==> config.mk <==
export PLATFORM = sky130hd
export DESIGN_NAME = traffic_phase_arbiter_flat
export DESIGN_NICKNAME = d
export VERILOG_FILES = /design/src/rtl/traffic_phase_arbiter_pkg.sv /design/src/rtl/traffic_phase_arbiter_if.sv /design/src/rtl/traffic_phase_arbiter_rr_pick.sv /design/src/rtl/traffic_phase_arbiter.sv /design/src/flat_wrapper.sv
export SDC_FILE = /design/constraint.sdc
export NUM_CORES = 1
export LEC_CHECK = 0
export ABC_AREA = 0
export CORE_ASPECT_RATIO = 0.8
export CORE_MARGIN = 2
export CORE_UTILIZATION = 52
export CTS_CLUSTER_SIZE = 25
export DETAILED_ROUTE_END_ITERATION = 10
export PLACE_DENSITY = 0.78
export REMOVE_ABC_BUFFERS = 1
export SLEW_MARGIN = 0
export SYNTH_ARGS = -nofsm -noshare
export SYNTH_HDL_FRONTEND = slang
export SYNTH_SLANG_ARGS = --single-unit
==> constraint.sdc <==
create_clock -name CLOCK -period 3.3 [get_ports CLOCK]
set_input_delay 0.495 -clock CLOCK [delete_from_list [all_inputs] [get_ports CLOCK]]
set_output_delay 0.495 -clock CLOCK [all_outputs]
set_load 0.02 [all_outputs]
==> src/rtl/traffic_phase_arbiter_pkg.sv <==
// Shared encodings for the junction controllers: per-road signal aspects,
// controller phases and the boolean constants used by the signal controllers.
package traffic_phase_arbiter_pkg;

    typedef enum logic [1:0] {
        SIG_RED    = 2'd0,
        SIG_YELLOW = 2'd1,
        SIG_GREEN  = 2'd2
    } sig_e;

    typedef enum logic [1:0] {
        PH_GREEN  = 2'd0,
        PH_YELLOW = 2'd1,
        PH_ALLRED = 2'd2
    } phase_e;

    localparam logic TRUE  = 1'b1;
    localparam logic FALSE = 1'b0;

    // Owner index width; a two-road junction still needs one bit.
    function automatic int owner_width(input int n_roads);
        return (n_roads > 2) ? $clog2(n_roads) : 1;
    endfunction

endpackage

==> src/rtl/traffic_phase_arbiter_if.sv <==
// Sensor/emergency inputs and signal-head outputs of the junction arbiter.
interface traffic_phase_arbiter_if
    import traffic_phase_arbiter_pkg::*;
#(
    parameter int N_ROADS = 4,
    parameter int OW_W    = owner_width(N_ROADS)
) ();

    logic [N_ROADS-1:0]   CAR_ON_RD;
    logic                 EMERG;
    logic [OW_W-1:0]      EMERG_ID;
    logic [2*N_ROADS-1:0] SIG;
    logic [OW_W-1:0]      OWNER;
    logic [1:0]           PHASE;

    modport master (
        output CAR_ON_RD, EMERG, EMERG_ID,
        input  SIG, OWNER, PHASE
    );

    modport slave (
        input  CAR_ON_RD, EMERG, EMERG_ID,
        output SIG, OWNER, PHASE
    );

endinterface

==> src/rtl/traffic_phase_arbiter_rr_pick.sv <==
// Combinational round-robin picker: first set request bit at or after i_start,
// wrapping modulo N_ROADS.
module traffic_phase_arbiter_rr_pick
    import traffic_phase_arbiter_pkg::*;
#(
    parameter int N_ROADS = 4,
    parameter int OW_W    = owner_width(N_ROADS)
) (
    input  logic [N_ROADS-1:0] i_req,
    input  logic [OW_W-1:0]    i_start,
    output logic               o_found,
    output logic [OW_W-1:0]    o_index
);

    localparam logic [OW_W:0] N_EXT = (OW_W+1)'(N_ROADS);

    always_comb begin
        logic [OW_W:0] w_idx;
        o_found = FALSE;
        o_index = '0;
        w_idx   = '0;
        // Walk farthest-first so the closest hit to i_start is written last.
        for (int k = N_ROADS - 1; k >= 0; k--) begin
            w_idx = {1'b0, i_start} + (OW_W+1)'(k);
            if (w_idx >= N_EXT) begin
                w_idx = w_idx - N_EXT;
            end
            if (i_req[w_idx[OW_W-1:0]]) begin
                o_found = TRUE;
                o_index = w_idx[OW_W-1:0];
            end
        end
    end

endmodule

==> src/rtl/traffic_phase_arbiter.sv <==
// Round-robin junction arbiter: one green approach at a time, bounded green,
// yellow and all-red clearance on every owner change, emergency preemption.
module traffic_phase_arbiter
    import traffic_phase_arbiter_pkg::*;
#(
    parameter int N_ROADS   = 4,
    parameter int MIN_GREEN = 4,
    parameter int MAX_GREEN = 12,
    parameter int Y2R_DELAY = 3,
    parameter int R2G_DELAY = 2,
    parameter int CNT_W     = 4
) (
    input  logic                    CLOCK,
    input  logic                    CLEAR,
    traffic_phase_arbiter_if.slave  bus
);

    localparam int OW_W = owner_width(N_ROADS);

    localparam logic [CNT_W-1:0] MIN_M1 = CNT_W'(MIN_GREEN - 1);
    localparam logic [CNT_W-1:0] MAX_M1 = CNT_W'(MAX_GREEN - 1);
    localparam logic [CNT_W-1:0] Y2R_M1 = CNT_W'(Y2R_DELAY - 1);
    localparam logic [CNT_W-1:0] R2G_M1 = CNT_W'(R2G_DELAY - 1);
    localparam logic [OW_W-1:0]  LAST_ROAD = OW_W'(N_ROADS - 1);

    phase_e               r_phase;
    phase_e               w_phase_nxt;
    logic [OW_W-1:0]      r_owner;
    logic [OW_W-1:0]      r_next_owner;
    logic [CNT_W-1:0]     r_timer;
    logic [N_ROADS-1:0]   r_pending;

    logic [N_ROADS-1:0]   w_req_all;
    logic [N_ROADS-1:0]   w_owner_oh;
    logic [N_ROADS-1:0]   w_grant_oh;
    logic [OW_W-1:0]      w_start;
    logic [OW_W-1:0]      w_rr_index;
    logic [OW_W-1:0]      w_grant;
    logic                 w_other_pend;
    logic                 w_emerg_vld;
    logic                 w_emerg_other;
    logic                 w_emerg_hold;
    logic                 w_owner_car;
    logic                 w_normal_exit;
    logic                 w_green_exit;
    logic                 w_yel_done;
    logic                 w_red_done;
    logic                 w_enter_green;
    logic [2*N_ROADS-1:0] w_sig;

    // Request qualification
    assign w_req_all     = r_pending | bus.CAR_ON_RD;
    assign w_owner_oh    = N_ROADS'(1) << r_owner;
    assign w_start       = (r_owner == LAST_ROAD) ? '0 : r_owner + 1'b1;
    assign w_owner_car   = bus.CAR_ON_RD[r_owner];

    // An out-of-range emergency target is treated as no emergency at all.
    assign w_emerg_vld   = bus.EMERG && ({1'b0, bus.EMERG_ID} < (OW_W+1)'(N_ROADS));
    assign w_emerg_other = w_emerg_vld && (bus.EMERG_ID != r_owner);
    assign w_emerg_hold  = w_emerg_vld && (bus.EMERG_ID == r_owner);

    traffic_phase_arbiter_rr_pick #(
        .N_ROADS (N_ROADS),
        .OW_W    (OW_W)
    ) u_rr_pick (
        .i_req   (w_req_all & ~w_owner_oh),
        .i_start (w_start),
        .o_found (w_other_pend),
        .o_index (w_rr_index)
    );

    assign w_normal_exit = w_other_pend && (r_timer >= MIN_M1) &&
                           (!w_owner_car || (r_timer >= MAX_M1));
    // An emergency for the current owner pins green even past MAX_GREEN.
    assign w_green_exit  = !w_emerg_hold && (w_emerg_other || w_normal_exit);
    assign w_yel_done    = (r_timer == Y2R_M1);
    assign w_red_done    = (r_timer == R2G_M1);
    assign w_enter_green = (r_phase == PH_ALLRED) && w_red_done;

    // A late emergency in the final all-red cycle still picks the new owner.
    assign w_grant       = w_emerg_vld ? bus.EMERG_ID : r_next_owner;
    assign w_grant_oh    = N_ROADS'(1) << w_grant;

    // Phase state register
    always_ff @(posedge CLOCK or negedge CLEAR) begin
        if (!CLEAR) begin
            r_phase <= PH_GREEN;
        end else begin
            r_phase <= w_phase_nxt;
        end
    end

    // Next-phase logic
    always_comb begin
        w_phase_nxt = r_phase;
        case (r_phase)
            PH_GREEN:  if (w_green_exit) w_phase_nxt = PH_YELLOW;
            PH_YELLOW: if (w_yel_done)   w_phase_nxt = PH_ALLRED;
            PH_ALLRED: if (w_red_done)   w_phase_nxt = PH_GREEN;
            default:                     w_phase_nxt = PH_GREEN;
        endcase
    end

    // Timer, ownership and sticky request bookkeeping
    always_ff @(posedge CLOCK or negedge CLEAR) begin
        if (!CLEAR) begin
            r_timer      <= '0;
            r_owner      <= '0;
            r_next_owner <= '0;
            r_pending    <= '0;
        end else begin
            if (w_phase_nxt != r_phase) begin
                r_timer <= '0;
            end else if (r_phase == PH_GREEN) begin
                if (r_timer < MAX_M1) begin
                    r_timer <= r_timer + 1'b1;
                end
            end else begin
                r_timer <= r_timer + 1'b1;
            end

            if (r_phase == PH_GREEN) begin
                if (w_green_exit) begin
                    r_next_owner <= w_emerg_other ? bus.EMERG_ID : w_rr_index;
                end
            end else if (w_emerg_vld) begin
                r_next_owner <= bus.EMERG_ID;
            end

            if (w_enter_green) begin
                r_owner <= w_grant;
            end

            // Clearing the road being granted wins over its sensor this cycle.
            r_pending <= w_req_all & ~(w_enter_green ? w_grant_oh : '0);
        end
    end

    // Output decode from state registers only
    always_comb begin
        w_sig = '0;
        for (int i = 0; i < N_ROADS; i++) begin
            w_sig[2*i +: 2] = SIG_RED;
            if (r_owner == OW_W'(i)) begin
                if (r_phase == PH_GREEN) begin
                    w_sig[2*i +: 2] = SIG_GREEN;
                end else if (r_phase == PH_YELLOW) begin
                    w_sig[2*i +: 2] = SIG_YELLOW;
                end
            end
        end
    end

    assign bus.SIG   = w_sig;
    assign bus.OWNER = r_owner;
    assign bus.PHASE = r_phase;

endmodule

==> src/flat_wrapper.sv <==
// flat-port wrapper written by rule: the top's interface ports become plain ports
module traffic_phase_arbiter_flat import traffic_phase_arbiter_pkg::*;
#(
    parameter int N_ROADS   = 4,
    parameter int MIN_GREEN = 4,
    parameter int MAX_GREEN = 12,
    parameter int Y2R_DELAY = 3,
    parameter int R2G_DELAY = 2,
    parameter int CNT_W     = 4
)
  (CLOCK, CLEAR, bus_CAR_ON_RD, bus_EMERG, bus_EMERG_ID, bus_SIG, bus_OWNER, bus_PHASE);
  traffic_phase_arbiter_if #(.N_ROADS(N_ROADS)) bus_i ();
  input  logic CLOCK;
  input  logic CLEAR;
  input wire logic [$bits(bus_i.CAR_ON_RD)-1:0] bus_CAR_ON_RD;
  input wire logic [$bits(bus_i.EMERG)-1:0] bus_EMERG;
  input wire logic [$bits(bus_i.EMERG_ID)-1:0] bus_EMERG_ID;
  output wire logic [$bits(bus_i.SIG)-1:0] bus_SIG;
  output wire logic [$bits(bus_i.OWNER)-1:0] bus_OWNER;
  output wire logic [$bits(bus_i.PHASE)-1:0] bus_PHASE;
  assign bus_i.CAR_ON_RD = bus_CAR_ON_RD;
  assign bus_i.EMERG = bus_EMERG;
  assign bus_i.EMERG_ID = bus_EMERG_ID;
  assign bus_SIG = bus_i.SIG;
  assign bus_OWNER = bus_i.OWNER;
  assign bus_PHASE = bus_i.PHASE;
  traffic_phase_arbiter #(.N_ROADS(N_ROADS), .MIN_GREEN(MIN_GREEN), .MAX_GREEN(MAX_GREEN), .Y2R_DELAY(Y2R_DELAY), .R2G_DELAY(R2G_DELAY), .CNT_W(CNT_W)) u_core (.CLOCK(CLOCK), .CLEAR(CLEAR), .bus(bus_i));
endmodule
==> results by group, run 1 <==
Placement
  • GP Congestion: 0.8655
  • PortBufs: 20
  • Worst slack, placed: 0.4348 ns
  • HPWL after DPL: 2521 um

Global route
  • Largest net degree at the start of global routing: 15
  • Vias in the first global route: 1079
  • Grt total ovfl: 0
  • Antenna violations before repair: 0
  • Global Route Usage Sum: 25.59%
  • Global-route wire length before repair: 5092 um

CTS
  • Clock tree buffer depth: 2
  • Clk sinks: 14
  • Clock root buffer: clkbuf_4
  • Setup Fix Bufs, Post-CTS: 0
  • H-Tree Depth: 1
  • Hold_buf cts: 0
  • # resized after CTS: 0
  • TritonCTS clock tree: built
  • TritonCTS Buffers: 3
  • Clock latency on the worst-skew pair: 0.29 ns
  • Reg clk slew, reported paths: 0.10 ns

Timing
  • Layout Skew: 0.005089 ns
  • Least-Margin Pin Slew: 0.6439 ns
  • Highest clock rate: 0.3455 GHz
  • Final WS setup: 0.4061 ns
  • Final min period: 2.894 ns
  • Setup repair after global routing missed its margin: no
  • Setup TNS: 0 ns
  • Final hold vios: 0
  • Endpoints failing setup: 0
  • Max Slew Vio Count: 0
  • Slew HR: 56.92%
  • Final period utilization: 87.70%

Logic synthesis
  • Seq/Total Area, Yosys: 28.37%
  • FFs w/ async S/R, synth: 100.0%
  • Synth warn: 0
  • Syn_area_per_cell: 9.080 um2
  • Yosys reg bits: 14
  • Synth Instances: 136
  • Cell Area, Synth: 1235 um2
  • Top FF cell, synth: dfrtp_1
  • Synth top area cells: dfrtp_1 (28%), ha_1 (8.1%), mux4_2 (5.5%), and2_1 (4.6%), nor2_1 (4.0%)
  • Main combinational cell family by area after synthesis: compound AO/OA/AOI/OAI gates
  • Multiplexer share of the synthesized area: 6.282%
  • Synth area leader: dfrtp_1
  • XOR/XNOR share of the synthesized area: 3.546%
  • Area share of the largest cell type after synthesis: 28.37%
  • Number of synthesized flops with an enable pin: 0
  • Yosys cell types: 48
  • Compound-Gate Fraction of Synth Area: 24.11%
  • Post-Synth Adder-Cell Area: 9.017%
  • Post-Synth Simple-Gate Area: 23.10%

Drt
  • Detailed Route Iter0 Violations: 54
  • DR vias/cell: 6.365
  • Vias after detailed routing: 1152
  • Antenna viol nets, final: 0
  • Routed wire length: 3200 um
  • TritonRoute pass-1 iters: 4
  • Drt wl/cell: 17.68 um
  • DRC errors left: 0

Finish
  • Share of layout cells above drive strength 1: 10.90%
  • Final Util: 66.32%
  • Most common cell after layout, fill and taps aside: clkdlybuf4s50_1
  • N_diodes: 0
  • # nets final: 174
  • Area growth syn-to-layout: 17.93%
  • Most frequent cells in the layout: clkdlybuf4s50_1 (20), dfrtp_1 (14), nor2_1 (13)

Pwr
  • Power Dens Cells: 1056 nW/um2
  • Pleak: 0.0005574 uW
  • Peak VDD IR: 625.1 uV
  • Power, Total: 1538 uW

Floorplanning
  • Die Area: 2783 um2
  • Floorplan row count: 15
  • Core area: 2196 um2
  • Chip width: 58.49 um
  • Io pins: 21
  • Initial core utilization: 56.24%
  • Die height: 47.59 um

Setup path
  • Setup CP Type: reg -> reg
  • Critical path launch point type: flip-flop
  • WP data arrival: 3.08 ns
  • Critical Path End Type: flip-flop
  • Req. time, crit path: 3.48 ns
  • CP max FO: 12

Hold path
  • Hold Path Class: reg -> reg

Run
  • MaxCap Viol Count: 0

Status
  • Status: finished, final reports clean
-- registers in the layout (all words and copies together) (netlist names) --
register             cells
u_core.r_next_owner      2
u_core.bus.PHASE         2
u_core.bus.OWNER         2
u_core.r_timer           4
u_core.r_pending         4
-- path summary, 6_finish.rpt --
check | startpoint | end | slack [ns] | cells past startpoint
hold / removal | u_core.r_next_owner[0]$_DFFE_PN0P_ | u_core.r_next_owner[0]$_DFFE_PN0P_ | 0.55 | 2
hold reg to reg | u_core.r_next_owner[0]$_DFFE_PN0P_ | u_core.r_next_owner[0]$_DFFE_PN0P_ | 0.55 | 2
max in group asynchronous | CLEAR | u_core.bus.OWNER[1]$_DFFE_PN0P_ | 2.30 | 1
setup / recovery | u_core.bus.OWNER[0]$_DFFE_PN0P_ | u_core.r_next_owner[1]$_DFFE_PN0P_ | 0.41 | 7
setup reg to reg | u_core.bus.OWNER[0]$_DFFE_PN0P_ | u_core.r_next_owner[1]$_DFFE_PN0P_ | 0.41 | 7
min in group asynchronous | CLEAR | u_core.r_timer[3]$_DFFE_PN0P_ | 0.59 | 1
-- worst max-delay path, cell delays in order, from the launching register on --
cell,delay (ns)
dfrtp_1,0.63
inv_1,0.15
ha_1,0.45
xnor2_1,0.25
mux4_2,0.57
o31ai_4,0.27
a21oi_2,0.14
a222oi_1,0.32
-- cell usage after synthesis (2+ instances only) --
cell type   n
xor2_1      3
a21oi_1     9
or3_1       2
mux4_2      3
inv_1       6
ha_1        8
nand3_1     2
o21a_1      3
nor2_4      2
nor2_1     13
or2_1       3
nor3_1      7
o21ai_1     2
o21ba_1     2
xnor2_1     2
dfrtp_1    14
and2_1      9
a31oi_1     3
o21ai_0     5
nand2_1     8
nor2_2      2
nor2b_1     2
-- per-layer routing --
layer / track usage, % / part of all wire [%] / up-vias
met4: 2.791 / 0.13 / 0
li1: - / - / 542
met2: 45.17 / 46 / 63
met3: 5.946 / 9.1 / 2
met1: 33.78 / 45 / 545
met5: 0 / 0 / -
-- area by class of cell --
| type | instances | area [um2] |
|---|---|---|
| clock buffers | 4 | 36.28 |
| fillers | 185 | 739.5 |
| inverters | 6 | 22.52 |
| multi-input cells | 112 | 815.8 |
| flip-flops and latches | 14 | 350.3 |
| well taps | 25 | 31.28 |
| repair buffers | 20 | 200.2 |
-- power by group --
part	switching, uW	total (uW)	internal [uW]
Sequential	101	331	230
Clock	66.8	134	67.2
Combinational	603	1070	469
-- kinds of logic after synthesis --
group	Yosys count
and+or+nand+nor	54
AOI/OAI and AO/OA	40
adders and majority gates	9
DFF	14
muxes	4
xor gates and xnor gates	5
buffers and inverters	10
-- stage by stage --
step | hold WS (ns) | cell area [um2] | std cells
after detailed placement | 0.5389 | 1420 | 177
after global placement | 0.5164 | 1420 | 177
final | 0.5494 | 1456 | 181
after global routing | 0.5993 | 1456 | 181
after floorplan | 0.1994 | 1189 | 132
after CTS | 0.5606 | 1456 | 181
No activity file was read; power rests on OpenSTA's default activity.
==> run 2, diff against run 1 <==
--- a/config.mk
+++ b/config.mk
@@ -11,6 +11,7 @@
 export CORE_UTILIZATION = 52
 export CTS_CLUSTER_SIZE = 25
 export DETAILED_ROUTE_END_ITERATION = 10
+export GPL_TIMING_DRIVEN = 0
 export PLACE_DENSITY = 0.78
 export REMOVE_ABC_BUFFERS = 1
 export SLEW_MARGIN = 0
==> results by group, run 2 (same netlist as run 1, synthesis figures left out) <==
Setup path
  • Critical Path End Type: flip-flop
  • CP max FO: 12
  • Setup CP Type: reg -> reg
  • WP data arrival: 3.18 ns
  • Req. time, crit path: 3.48 ns
  • Critical path launch point type: flip-flop

Drt
  • Routed wire length: 3007 um
  • DRC errors left: 0
  • DR vias/cell: 6.150
  • Detailed Route Iter0 Violations: 41
  • Drt wl/cell: 16.71 um
  • Antenna viol nets, final: 0
  • Vias after detailed routing: 1107
  • TritonRoute pass-1 iters: 4

Placement
  • Dpl cells: 177
  • GP Congestion: 0.8196
  • Worst slack, placed: 0.3295 ns
  • PortBufs: 20
  • HPWL after DPL: 2287 um

CTS
  • Clock tree buffer depth: 2
  • TritonCTS Buffers: 3
  • Clock latency on the worst-skew pair: 0.28 ns
  • Clock root buffer: clkbuf_4
  • # resized after CTS: 0
  • Setup Fix Bufs, Post-CTS: 0
  • Reg clk slew, reported paths: 0.09 ns
  • Hold_buf cts: 0
  • Clk sinks: 14
  • H-Tree Depth: 1
  • TritonCTS clock tree: built

Finish
  • Multi-input logic area: 815.8 um2
  • Share of layout cells above drive strength 1: 10.32%
  • Most common cell after layout, fill and taps aside: clkdlybuf4s50_1
  • Most frequent cells in the layout: clkdlybuf4s50_1 (20), dfrtp_1 (14), nor2_1 (13)
  • Filler cell count: 184
  • Non-Filler Instances: 180
  • FF+latch area: 350.3 um2
  • # nets final: 174
  • Area growth syn-to-layout: 16.82%
  • Largest regs: u_core.r_pending: 4 flops, u_core.r_timer: 4 flops
  • N_diodes: 0

Run
  • MaxCap Viol Count: 0

Pwr
  • Pleak: 0.0005502 uW
  • Peak VDD IR: 650.8 uV
  • Power Dens Cells: 1031 nW/um2

Global route
  • Antenna violations before repair: 0
  • Grt total ovfl: 0
  • Vias in the first global route: 1075
  • Global-route wire length before repair: 5071 um
  • Global Route Usage Sum: 24.82%
  • Largest net degree at the start of global routing: 15

Timing
  • Final hold vios: 0
  • Least-Margin Pin Slew: 0.6441 ns
  • Final min period: 3.000 ns
  • Endpoints failing setup: 0
  • Slew HR: 56.92%
  • Final period utilization: 90.90%
  • Max Slew Vio Count: 0
  • Highest clock rate: 0.3334 GHz
  • Setup TNS: 0 ns
  • Final WS setup: 0.3003 ns
  • Setup repair after global routing missed its margin: no
  • Layout Skew: 0.006458 ns

Floorplanning
  • Die Area: 2783 um2
  • Initial core utilization: 56.24%
  • Core area: 2196 um2
  • Chip width: 58.49 um
  • Floorplan row count: 15
  • Io pins: 21
  • Die height: 47.59 um

Hold path
  • Hold Path Class: reg -> reg

Status
  • Status: finished, final reports clean
-- run 2: cell count changes in the layout (fill, tap and decap cells not counted), sizes merged --
cell,previous run,this run
clkbuf,4,3
-- run 2: report_power, final --
part           leakage (uW)  internal (uW)  switching [uW]  total (uW)
clock             0.0000138           42.3            54.8        97.1
combinational      0.000379            468             587        1050
sequential         0.000157            230             105         336
-- run 2: layout make-up --
cell class                      count  share of cell area [%]
Multi-Input combinational cell    112                   56.55
Sequential cell                    14                   24.28
Timing Repair Buffer               20                   13.88
Tap cell                           25                   2.168
Clock buffer                        3                   1.561
Inverter                            6                   1.561
-- run 2: critical path: stages (launching register included) --
cell	delay (ns)
dfrtp_1	0.66
inv_1	0.18
ha_1	0.47
xnor2_1	0.26
mux4_2	0.58
o31ai_4	0.28
a21oi_2	0.16
a222oi_1	0.30
-- run 2: worst paths after layout --
check | endpoint | cells after the start | slack [ns] | from
max in group asynchronous | u_core.r_pending[2]$_DFF_PN0_ | 1 | 2.28 | CLEAR
max reg2reg | u_core.r_next_owner[1]$_DFFE_PN0P_ | 7 | 0.30 | u_core.bus.OWNER[0]$_DFFE_PN0P_
min in group asynchronous | u_core.bus.PHASE[1]$_DFF_PN0_ | 1 | 0.60 | CLEAR
max | u_core.r_next_owner[1]$_DFFE_PN0P_ | 7 | 0.30 | u_core.bus.OWNER[0]$_DFFE_PN0P_
min | u_core.r_pending[1]$_DFF_PN0_ | 2 | 0.56 | u_core.r_pending[1]$_DFF_PN0_
min reg2reg | u_core.r_pending[1]$_DFF_PN0_ | 2 | 0.56 | u_core.r_pending[1]$_DFF_PN0_
-- run 2: per-layer routing --
| layer | GRT usage [%] | vias up | share of wire (%) |
|---|---|---|---|
| li1 | - | 538 | - |
| met1 | 35.62 | 515 | 49 |
| met2 | 37.53 | 52 | 43 |
| met3 | 6.757 | 2 | 7.8 |
| met4 | 6.047 | 0 | 0.13 |
| met5 | 0 | - | 0 |
-- run 2: per-stage QoR --
step                      hold WS (ns)  instance area [um2]  total power [uW]  util (%)
after floorplan                 0.1994                 1189              1063         -
after global placement          0.5197                 1420              1334     64.67
after detailed placement        0.5426                 1420              1372     64.67
after CTS                       0.5670                 1443              1475     65.70
after global routing            0.5849                 1443              1607     65.70
final                           0.5609                 1443              1487     65.70
==> run 3, diff against run 2 <==
--- a/config.mk
+++ b/config.mk
@@ -12,6 +12,7 @@
 export CTS_CLUSTER_SIZE = 25
 export DETAILED_ROUTE_END_ITERATION = 10
 export GPL_TIMING_DRIVEN = 0
+export HOLD_SLACK_MARGIN = 0.1
 export PLACE_DENSITY = 0.78
 export REMOVE_ABC_BUFFERS = 1
 export SLEW_MARGIN = 0
==> results of run 3 <==
No change in the layout: final DEF, timing and power equal those of run 2.
